`src/rtl/pc_sequencer.sv`:
```
// Program counter owner and single-outstanding instruction fetch sequencer.
// Issues fetches, holds the returned word for decode, and applies redirects.
module pc_sequencer #(
  parameter logic [31:0] RESET_PC = 32'h0000_0000
) (
  input  logic        clk,
  input  logic        rst,
  output logic        imem_req_valid,
  input  logic        imem_req_ready,
  output logic [31:0] imem_req_addr,
  input  logic        imem_rsp_valid,
  input  logic [31:0] imem_rsp_data,
  output logic        instr_valid,
  input  logic        instr_ready,
  output logic [31:0] instr_data,
  output logic [31:0] instr_pc,
  input  logic        redirect_valid,
  input  logic [31:0] redirect_addr,
  output logic        misalign_err
);

  typedef enum logic [2:0] {
    StIdle,
    StReq,
    StWait,
    StDrain,
    StHold
  } state_e;

  state_e      state_q;
  logic [31:0] pc_q;
  logic [31:0] instr_data_q;
  logic [31:0] instr_pc_q;
  logic        misalign_q;
  logic [31:0] target;

  // Low address bits are dropped; a misaligned target is flagged, not trapped.
  assign target = {redirect_addr[31:2], 2'b00};

  always_ff @(posedge clk or posedge rst) begin
    if (rst) begin
      state_q      <= StIdle;
      pc_q         <= RESET_PC;
      instr_data_q <= 32'h0;
      instr_pc_q   <= RESET_PC;
      misalign_q   <= 1'b0;
    end else begin
      misalign_q <= redirect_valid && (redirect_addr[1:0] != 2'b00);
      unique case (state_q)
        StIdle: begin
          if (redirect_valid) pc_q <= target;
          state_q <= StReq;
        end
        StReq: begin
          if (redirect_valid) begin
            pc_q    <= target;
            // An accepted request is now stale; its response must be drained.
            state_q <= imem_req_ready ? StDrain : StReq;
          end else if (imem_req_ready) begin
            state_q <= StWait;
          end
        end
        StWait: begin
          if (redirect_valid) begin
            pc_q    <= target;
            state_q <= imem_rsp_valid ? StReq : StDrain;
          end else if (imem_rsp_valid) begin
            instr_data_q <= imem_rsp_data;
            instr_pc_q   <= pc_q;
            state_q      <= StHold;
          end
        end
        StDrain: begin
          if (redirect_valid) pc_q <= target;
          if (imem_rsp_valid) state_q <= StReq;
        end
        StHold: begin
          if (redirect_valid) begin
            pc_q    <= target;
            state_q <= StReq;
          end else if (instr_ready) begin
            pc_q    <= pc_q + 32'd4;
            state_q <= StReq;
          end
        end
        default: state_q <= StIdle;
      endcase
    end
  end

  assign imem_req_valid = (state_q == StReq);
  assign imem_req_addr  = pc_q;
  assign instr_valid    = (state_q == StHold) && !redirect_valid;
  assign instr_data     = instr_data_q;
  assign instr_pc       = instr_pc_q;
  assign misalign_err   = misalign_q;

endmodule

```
`config.mk`:
```
export PLATFORM = sky130hd
export DESIGN_NAME = pc_sequencer
export DESIGN_NICKNAME = d
export VERILOG_FILES = /design/src/rtl/pc_sequencer.sv
export SDC_FILE = /design/constraint.sdc
export NUM_CORES = 1
export LEC_CHECK = 0
export BUFFER_PORTS_ARGS = -buffer_cell sky130_fd_sc_hd__buf_2
export CAP_MARGIN = 20
export CELL_PAD_IN_SITES_DETAIL_PLACEMENT = 0
export CELL_PAD_IN_SITES_GLOBAL_PLACEMENT = 1
export CORE_AREA = 2 2 168 88
export CTS_BUF_LIST = sky130_fd_sc_hd__clkbuf_16
export DETAILED_ROUTE_END_ITERATION = 7
export DIE_AREA = 0 0 170 90
export PLACE_DENSITY_LB_ADDON = 0.1
export SLEW_MARGIN = 20
export SYNTH_ARGS = -nofsm -noshare
export SYNTH_HDL_FRONTEND = slang
export SYNTH_SLANG_ARGS = --single-unit
```
`constraint.sdc`:
```
create_clock -name clk -period 4.15 [get_ports clk]
set_input_delay 0.83 -clock clk [delete_from_list [all_inputs] [get_ports clk]]
set_output_delay 0.83 -clock clk [all_outputs]
set_load 0.02 [all_outputs]
```
Yosys cells after proc, flatten, opt, wreduce, memory -nomap -nowiden
Index checks and enable logic that the tools add are counted.
{"block": "word_totals", "out_inout_bits": 99, "ramBits": 0, "latchBits": 0, "elab_cells": 40, "memories": 0, "inputBits": 70, "rom_bits": 0, "reg_bits": 100}
{"block": "op_classes", "n_mul": 0, "order_cmp": 0, "shift": 0, "bitwise": 1, "div": 0, "add_sub_neg": 1, "reduce_logical": 10, "n_eq_ne": 9, "muxes": 14}
{"operator": "32-bit two-way mux", "count": 3}
{"operator": "32-bit case mux with 2 select lines", "count": 1}
{"operator": "32-bit by 3-bit adder with 32-bit output, second input constant", "count": 1}
{"operator": "3-bit two-way mux", "count": 7}
{"operator": "3-bit case mux with 5 select lines", "count": 1}
{"operator": "3-bit by 2-bit == test with 1-bit output, second input constant", "count": 2}
{"operator": "3-bit inequality test, second input constant", "count": 2}
{"operator": "3-bit AND reduction", "count": 2}
{"operator": "2-bit two-way mux", "count": 2}
{"operator": "4-bit AND reduction", "count": 1}
{"operator": "2-bit nonzero test", "count": 2}
{"operator": "4-bit OR reduction", "count": 1}
{"operator": "3-bit by 1-bit == test with 1-bit output, second input constant", "count": 1}
{"operator": "3-bit == test, second input constant", "count": 1}
{"operator": "3-bit logical NOT", "count": 1}
{"operator": "3-bit by 1-bit inequality test with 1-bit output, second input constant", "count": 1}
{"operator": "1-bit logical AND", "count": 2}
{"operator": "2-bit by 1-bit inequality test with 1-bit output, second input constant", "count": 1}
{"operator": "2-bit inequality test, second input constant", "count": 1}
{"operator": "1-bit logical NOT", "count": 1}
{"operator": "1-bit inverter", "count": 1}

Logic depth before layout (Yosys ltp)
Gate-level depths: netlist of the first run.
{"block": "logic_depth", "depth_word": 4, "mapped_depth": 8, "mapped_depth_nobuf": 5}

Worst setup path after synthesis of the first run
No wires, ideal clock.
{"block": "synth_path", "kind": "in2out", "from": "in redirect_valid", "to": "out instr_valid", "arrival_time_ps": 1915, "path_slack_ps": 1405, "stages": 5, "n_path_buf": 3, "t_required_ps": 3320, "path_cell_list": "buf_2 or4b_4 buf_6 inv_6 buf_2"}
{"block": "synth_via", "elab_chain_len": 2}
{"item": "from (decl)", "line_no": "17", "source": "input logic redirect_valid,"}
{"item": "1-bit logical NOT", "line_no": "93", "source": "assign instr_valid = (state_q == StHold) && !redirect_valid;"}
{"item": "1-bit logical AND", "line_no": "93"}
{"item": "to (decl)", "line_no": "13", "source": "output logic instr_valid,"}
No other way between the ends.

Worst setup path in the final report of the first run
Ends and elaborated chain as after synthesis.

==> impl_metrics.ini, run 1 <==
[setup_path]
reg2reg_to = imem_req_addr[31]
r2r_setup_slack_ns = 1.58
end_kind = primary output
worst_ep_required_time_ns = 3.32
startpoint_type = input port
r2r_cells = 6
critPathMaxFanout = 43
path_class = in2out
regToRegStartpoint = state_q[1]
worstPathArrival_ns = 2.23

[sta]
rsz0062_at_grt = false
fin_worst_skew_ns = 0.00937
hold_slack_ns = 0.501
finalCritPeriodShare_pct = 73.8
setup_viol_count_final = 0
max-slew-margin-rel_pct = 38.3
fin_setup_tns_ns = 0
worst_slew_pin_slew_ns = 0.926
max_freq_mhz = 326
finalHoldViolCount = 0
fin_crit_ns = 3.06
slew_violations = 0

[die]
ioPinCount = 169
die_w_um = 170
initial_core_util_pct = 33.8
die_h_um = 90
core_area_mm2 = 0.0140
row_count = 31
dieArea_mm2 = 0.0153

[global_route]
grt_max_degree = 70
grt.total_usage_pct = 18.9
grt_pass1_wl_um = 22600
antenna_found_initial = 0
grt_pass1_vias = 3897
overflow = 0

[power]
p_per_area_mw_per_mm2 = 617
p_seq_share_pct = 41.6
p_sw_uw = 1370
p_leak_uw = 0.00272
combPwrFrac_pct = 35.8
intPower_uw = 2280
ir_drop_uv = 262
clkPwrFrac_pct = 22.6
p_sw_share_pct = 37.6

[clock_network]
cts.clk_slew.worst_paths_ns = 0.06
cts_hold_buf = 0
cts.repair.resized = 0
clock_path_buffers = 2
clock_latency_ns = 0.34
cts_max_level = 3
cts_tree = done
cts_root_buf = clkbuf_16
cts_sinks = 96
numCtsBuffers = 9
postCtsSetupBuffers = 0

[final_layout]
finalNetCount = 646
final_common_cell = buf_2
drive_above_1_share_pct = 44.4
nFillCells = 1390
final_cell_mix = buf_2, dfrtp_1, mux2_2, nand4_1, nand2_1
instances_no_fill = 760
diodes = 0
area_growth_pct = 25.4

[synth]
syn_area_per_cell_um2 = 11.1
synthArstFlopShare_pct = 100
ys_ff_latch = 96
synth_area_mm2 = 0.00473
synth_flop_cell = dfrtp_1
synthDistinctLibCells = 54
ys_warn_count = 0
syn_inst = 427
synth_edf_count = 0
ys_seq_area_share_pct = 50.8

[min_path]
hold_path_depth = 1
hp-class = reg2reg
hold_end = instr_pc[4]
holdCritStartpoint = instr_pc[4]

[run]
cap_viol_max_count = 0

[drt]
wire_per_inst_um = 18.7
viasPerCell = 5.40
vias = 4107
drcViolationCount = 0
ant_nets = 0
drtIter0Drc = 329
dr.pass1.iters = 4
wl_um = 14200

[place]
dp_cells = 745
dp_hpwl_um = 10200
gp_congestion = 0.778
port_buffers = 164

[run_status]
outcome = finished clean
[cell type report]
class                      instances  area [um^2]  area share [%]
sequential                        96         2400            40.5
clock buffer                       9          225            3.80
tap                              181          226            3.82
multi-input combinational        293         2110            35.6
inverter                           3         18.8           0.317
clock inverter                     6         62.6            1.06
timing repair buffer             172          881            14.9
[cells in the mapped netlist (4+ instances only)]
cell type  count  share of area [%]
buf_4          6               0.95
a21oi_1       18                1.9
buf_2         16                1.7
nand4_1       23                3.0
o21bai_1       4               0.64
a311oi_1       5               0.93
dfrtp_1       96                 51
nand2_1       22                1.7
nor2_1        20                1.6
a31oi_1        5               0.66
o21ai_0       12                1.3
mux2_2        62                 15
nand3b_1       4               0.64
and4_1         7                1.3
nor3_1         9               0.95
nand3_1       19                2.0
nor4_1        17                2.3
a211oi_1       6               0.95
clkbuf_1      11               0.87
nor3b_1        4               0.64
o22ai_1        7               0.93
buf_6          4               0.95
[per-stage QoR]
stage | total power [uW] | worst slack, ns | instance area (um^2) | utilization (%)
after global placement | 2840 | 1.10 | 5640 | 40.4
after global routing | 3870 | 1.03 | 5920 | 42.4
final | 3650 | 1.09 | 5920 | 42.4
after CTS | 3710 | 1.08 | 5920 | 42.4
after detailed placement | 2860 | 1.08 | 5640 | 40.4
after floorplan | 2360 | 0.815 | 4740 | -
[power groups by stage]
| stage | Combinational [uW] | Sequential, uW | Clock [uW] |
|---|---|---|---|
| floorplan | 452 | 1910 | 0 |
| global placement | 1320 | 1520 | 0 |
| detailed placement | 1330 | 1530 | 0 |
| CTS | 1330 | 1520 | 859 |
| global route | 1400 | 1580 | 887 |
| finish | 1310 | 1520 | 825 |
[worst max path at each step]
stage,start,end,slack [ns],depth (start not counted)
6_report,redirect_valid,instr_valid,1.09,4
5_1_grt,redirect_valid,instr_valid,1.03,4
4_1_cts,redirect_valid,instr_valid,1.08,4
3_5_place_dp,redirect_valid,instr_valid,1.08,4
3_3_place_gp,redirect_valid,instr_valid,1.10,4
2_1_floorplan,rst,imem_req_addr[10],0.81,1
[layer usage]
metal / vias up / wire, um / share of wire (%) / track usage [%]
met5: - / 0 / 0 / 0
met4: 0 / 57 / 0.40 / 3.21
met3: 7 / 1160 / 8.1 / 4.93
met2: 146 / 5660 / 40 / 24.8
met1: 2044 / 7360 / 52 / 30.7
li1: 1910 / - / - / -
[flip-flops by register name (all words and copies together), names as in the netlist]
register and flops:
misalign_err 1, instr_pc 30, instr_data 32, imem_req_addr 30
state_q 3
[cells by family after synthesis]
group / count (synthesis) / share of synthesized area, %
other: 1 / 0.0794
AOI/OAI and AO/OA: 84 / 11.9
muxes: 62 / 14.8
buffers and inverters: 41 / 4.92
adders and majority gates: 1 / 0.265
DFF: 96 / 50.8
and+or+nand+nor: 142 / 17.2
[critical path, cell delays in order]
cell and delay [ns]:
buf_2 0.15, or4b_4 0.80, inv_6 0.25, buf_2 0.19
Power figures use the tool's default switching activity.
==> run 2, diff against run 1 <==
--- a/config.mk
+++ b/config.mk
@@ -9,10 +9,10 @@
 export CAP_MARGIN = 20
 export CELL_PAD_IN_SITES_DETAIL_PLACEMENT = 0
 export CELL_PAD_IN_SITES_GLOBAL_PLACEMENT = 1
-export CORE_AREA = 2 2 168 88
+export CORE_AREA = 2 2 170 89
 export CTS_BUF_LIST = sky130_fd_sc_hd__clkbuf_16
 export DETAILED_ROUTE_END_ITERATION = 7
-export DIE_AREA = 0 0 170 90
+export DIE_AREA = 0 0 172 91
 export PLACE_DENSITY_LB_ADDON = 0.1
 export SLEW_MARGIN = 20
 export SYNTH_ARGS = -nofsm -noshare
==> constraint.sdc (replaced) <==
create_clock -name clk -period 2.5 [get_ports clk]
set_input_delay 0.5 -clock clk [delete_from_list [all_inputs] [get_ports clk]]
set_output_delay 0.5 -clock clk [all_outputs]
set_load 0.02 [all_outputs]
==> impl_metrics.ini, run 2 (synthesized netlist as in run 1, its figures left out) <==
[run_status]
outcome = finished clean

[global_route]
grt_max_degree = 97
grt_pass1_vias = 3911
grt.total_usage_pct = 18.8
grt_pass1_wl_um = 22600
overflow = 0
antenna_found_initial = 0

[drt]
dr.pass1.iters = 4
top_layer_used = met4
wl_met1_um = 7420
wire_per_inst_um = 18.0
drcViolationCount = 0
viasPerCell = 5.16
vias = 4101
met3_length_um = 1210
drtIter0Drc = 270
ant_nets = 0
wl_um = 14300
wl_met2_um = 5660

[sta]
slew_violations = 0
fin_worst_skew_ns = 0.00610
finalCritPeriodShare_pct = 96.4
setup_viol_count_final = 0
fin_setup_tns_ns = 0
finalHoldViolCount = 0
worst_slew_pin_slew_ns = 0.628
rsz0062_at_grt = false
max_freq_mhz = 415
max-slew-margin-rel_pct = 57.7
fin_crit_ns = 2.41

[final_layout]
nFillCells = 1427
area_growth_pct = 30.1
drive_above_1_share_pct = 46.4
final_util_pct = 43.5
final_cell_mix = buf_2, dfrtp_1, mux2_2, nand4_1
instances_no_fill = 795
finalNetCount = 663
final_common_cell = buf_2
largest_reg_flops = 32
diodes = 0
regArea_mm2 = 0.00240
multiInputGateArea_mm2 = 0.00211

[run]
cap_viol_max_count = 0

[clock_network]
clock_latency_ns = 0.34
numCtsBuffers = 9
clock_path_buffers = 2
postCtsSetupBuffers = 0
cts_sinks = 96
cts.clk_slew.worst_paths_ns = 0.07
cts_hold_buf = 0
cts_tree = done
cts.repair.resized = 0
cts_root_buf = clkbuf_16
cts_max_level = 3

[place]
gp_congestion = 0.808
dp_hpwl_um = 10500
port_buffers = 164
dp_cells = 779

[power]
ir_drop_uv = 433
p_per_area_mw_per_mm2 = 1010
p_leak_uw = 0.00282

[die]
dieArea_mm2 = 0.0157
die_h_um = 91
die_w_um = 172
row_count = 31
ioPinCount = 169
core_area_mm2 = 0.0141
initial_core_util_pct = 33.5

[min_path]
hp-class = in2async

[setup_path]
startpoint_type = flop
critPathMaxFanout = 20
end_kind = primary output
worst_ep_required_time_ns = 2.00
path_class = reg2out
worstPathArrival_ns = 1.91
==> run 2: changes by cell type in the layout (fill, tap and decap cells not counted), sizes merged <==
cell / change
buf: +17
bufinv: +1
clkinv: -1
clkinvlp: +1
==> run 2: per-layer routing <==
metal | vias to the layer above | GRT usage, %
li1 | 1952 | -
met4 | 0 | 3.29
met5 | - | 0
met2 | 151 | 25.4
met1 | 1991 | 29.5
met3 | 7 | 5.36
==> run 2: worst paths after layout <==
path | cells after the start | to | from | slack, ns
min in group clk | 2 | misalign_err | redirect_addr[0] | 0.37
min reg2reg | 1 | instr_pc[4] | instr_pc[4] | 0.50
min | 3 | instr_data[9] | rst | 0.31
max reg2reg | 4 | imem_req_addr[17] | imem_req_addr[4] | 0.38
max in group asynchronous | 3 | state_q[2] | rst | 1.79
max | 3 | instr_valid | state_q[0] | 0.09
==> run 2: final cells by class <==
class                   instances  area share (%)
repair buffers                189            17.0
multi-input cells             293            34.3
clock inverters                 7            1.57
clock buffers                   9            3.66
inverters                       3           0.326
flip-flops and latches         96            39.1
well taps                     198            4.03
==> run 2: where the power goes <==
part	internal [uW]	switching [uW]	leakage (uW)	total, uW
registers	2120	366	0.00118	2490
logic	929	1320	0.00148	2250
clock network	881	623	0.000159	1500
total	3930	2300	0.00282	6240
==> run 2: through the flow <==
step | setup slack [ns] | area, um^2 | total power [uW] | hold slack, ns
6_report | 0.0888 | 6150 | 6240 | 0.314
5_1_grt | 0.0209 | 6150 | 6610 | 0.358
4_1_cts | 0.0802 | 6150 | 6320 | 0.342
3_3_place_gp | 0.365 | 5820 | 4750 | 0.484
3_5_place_dp | 0.343 | 5820 | 4790 | 0.490
2_1_floorplan | 0.415 | 4740 | 3920 | 0.545
==> run 2: worst max-delay path, cell delays in order, from the launching register on <==
cell and delay [ns]:
dfrtp_1 0.50, or4b_4 0.66, inv_6 0.21, buf_2 0.20
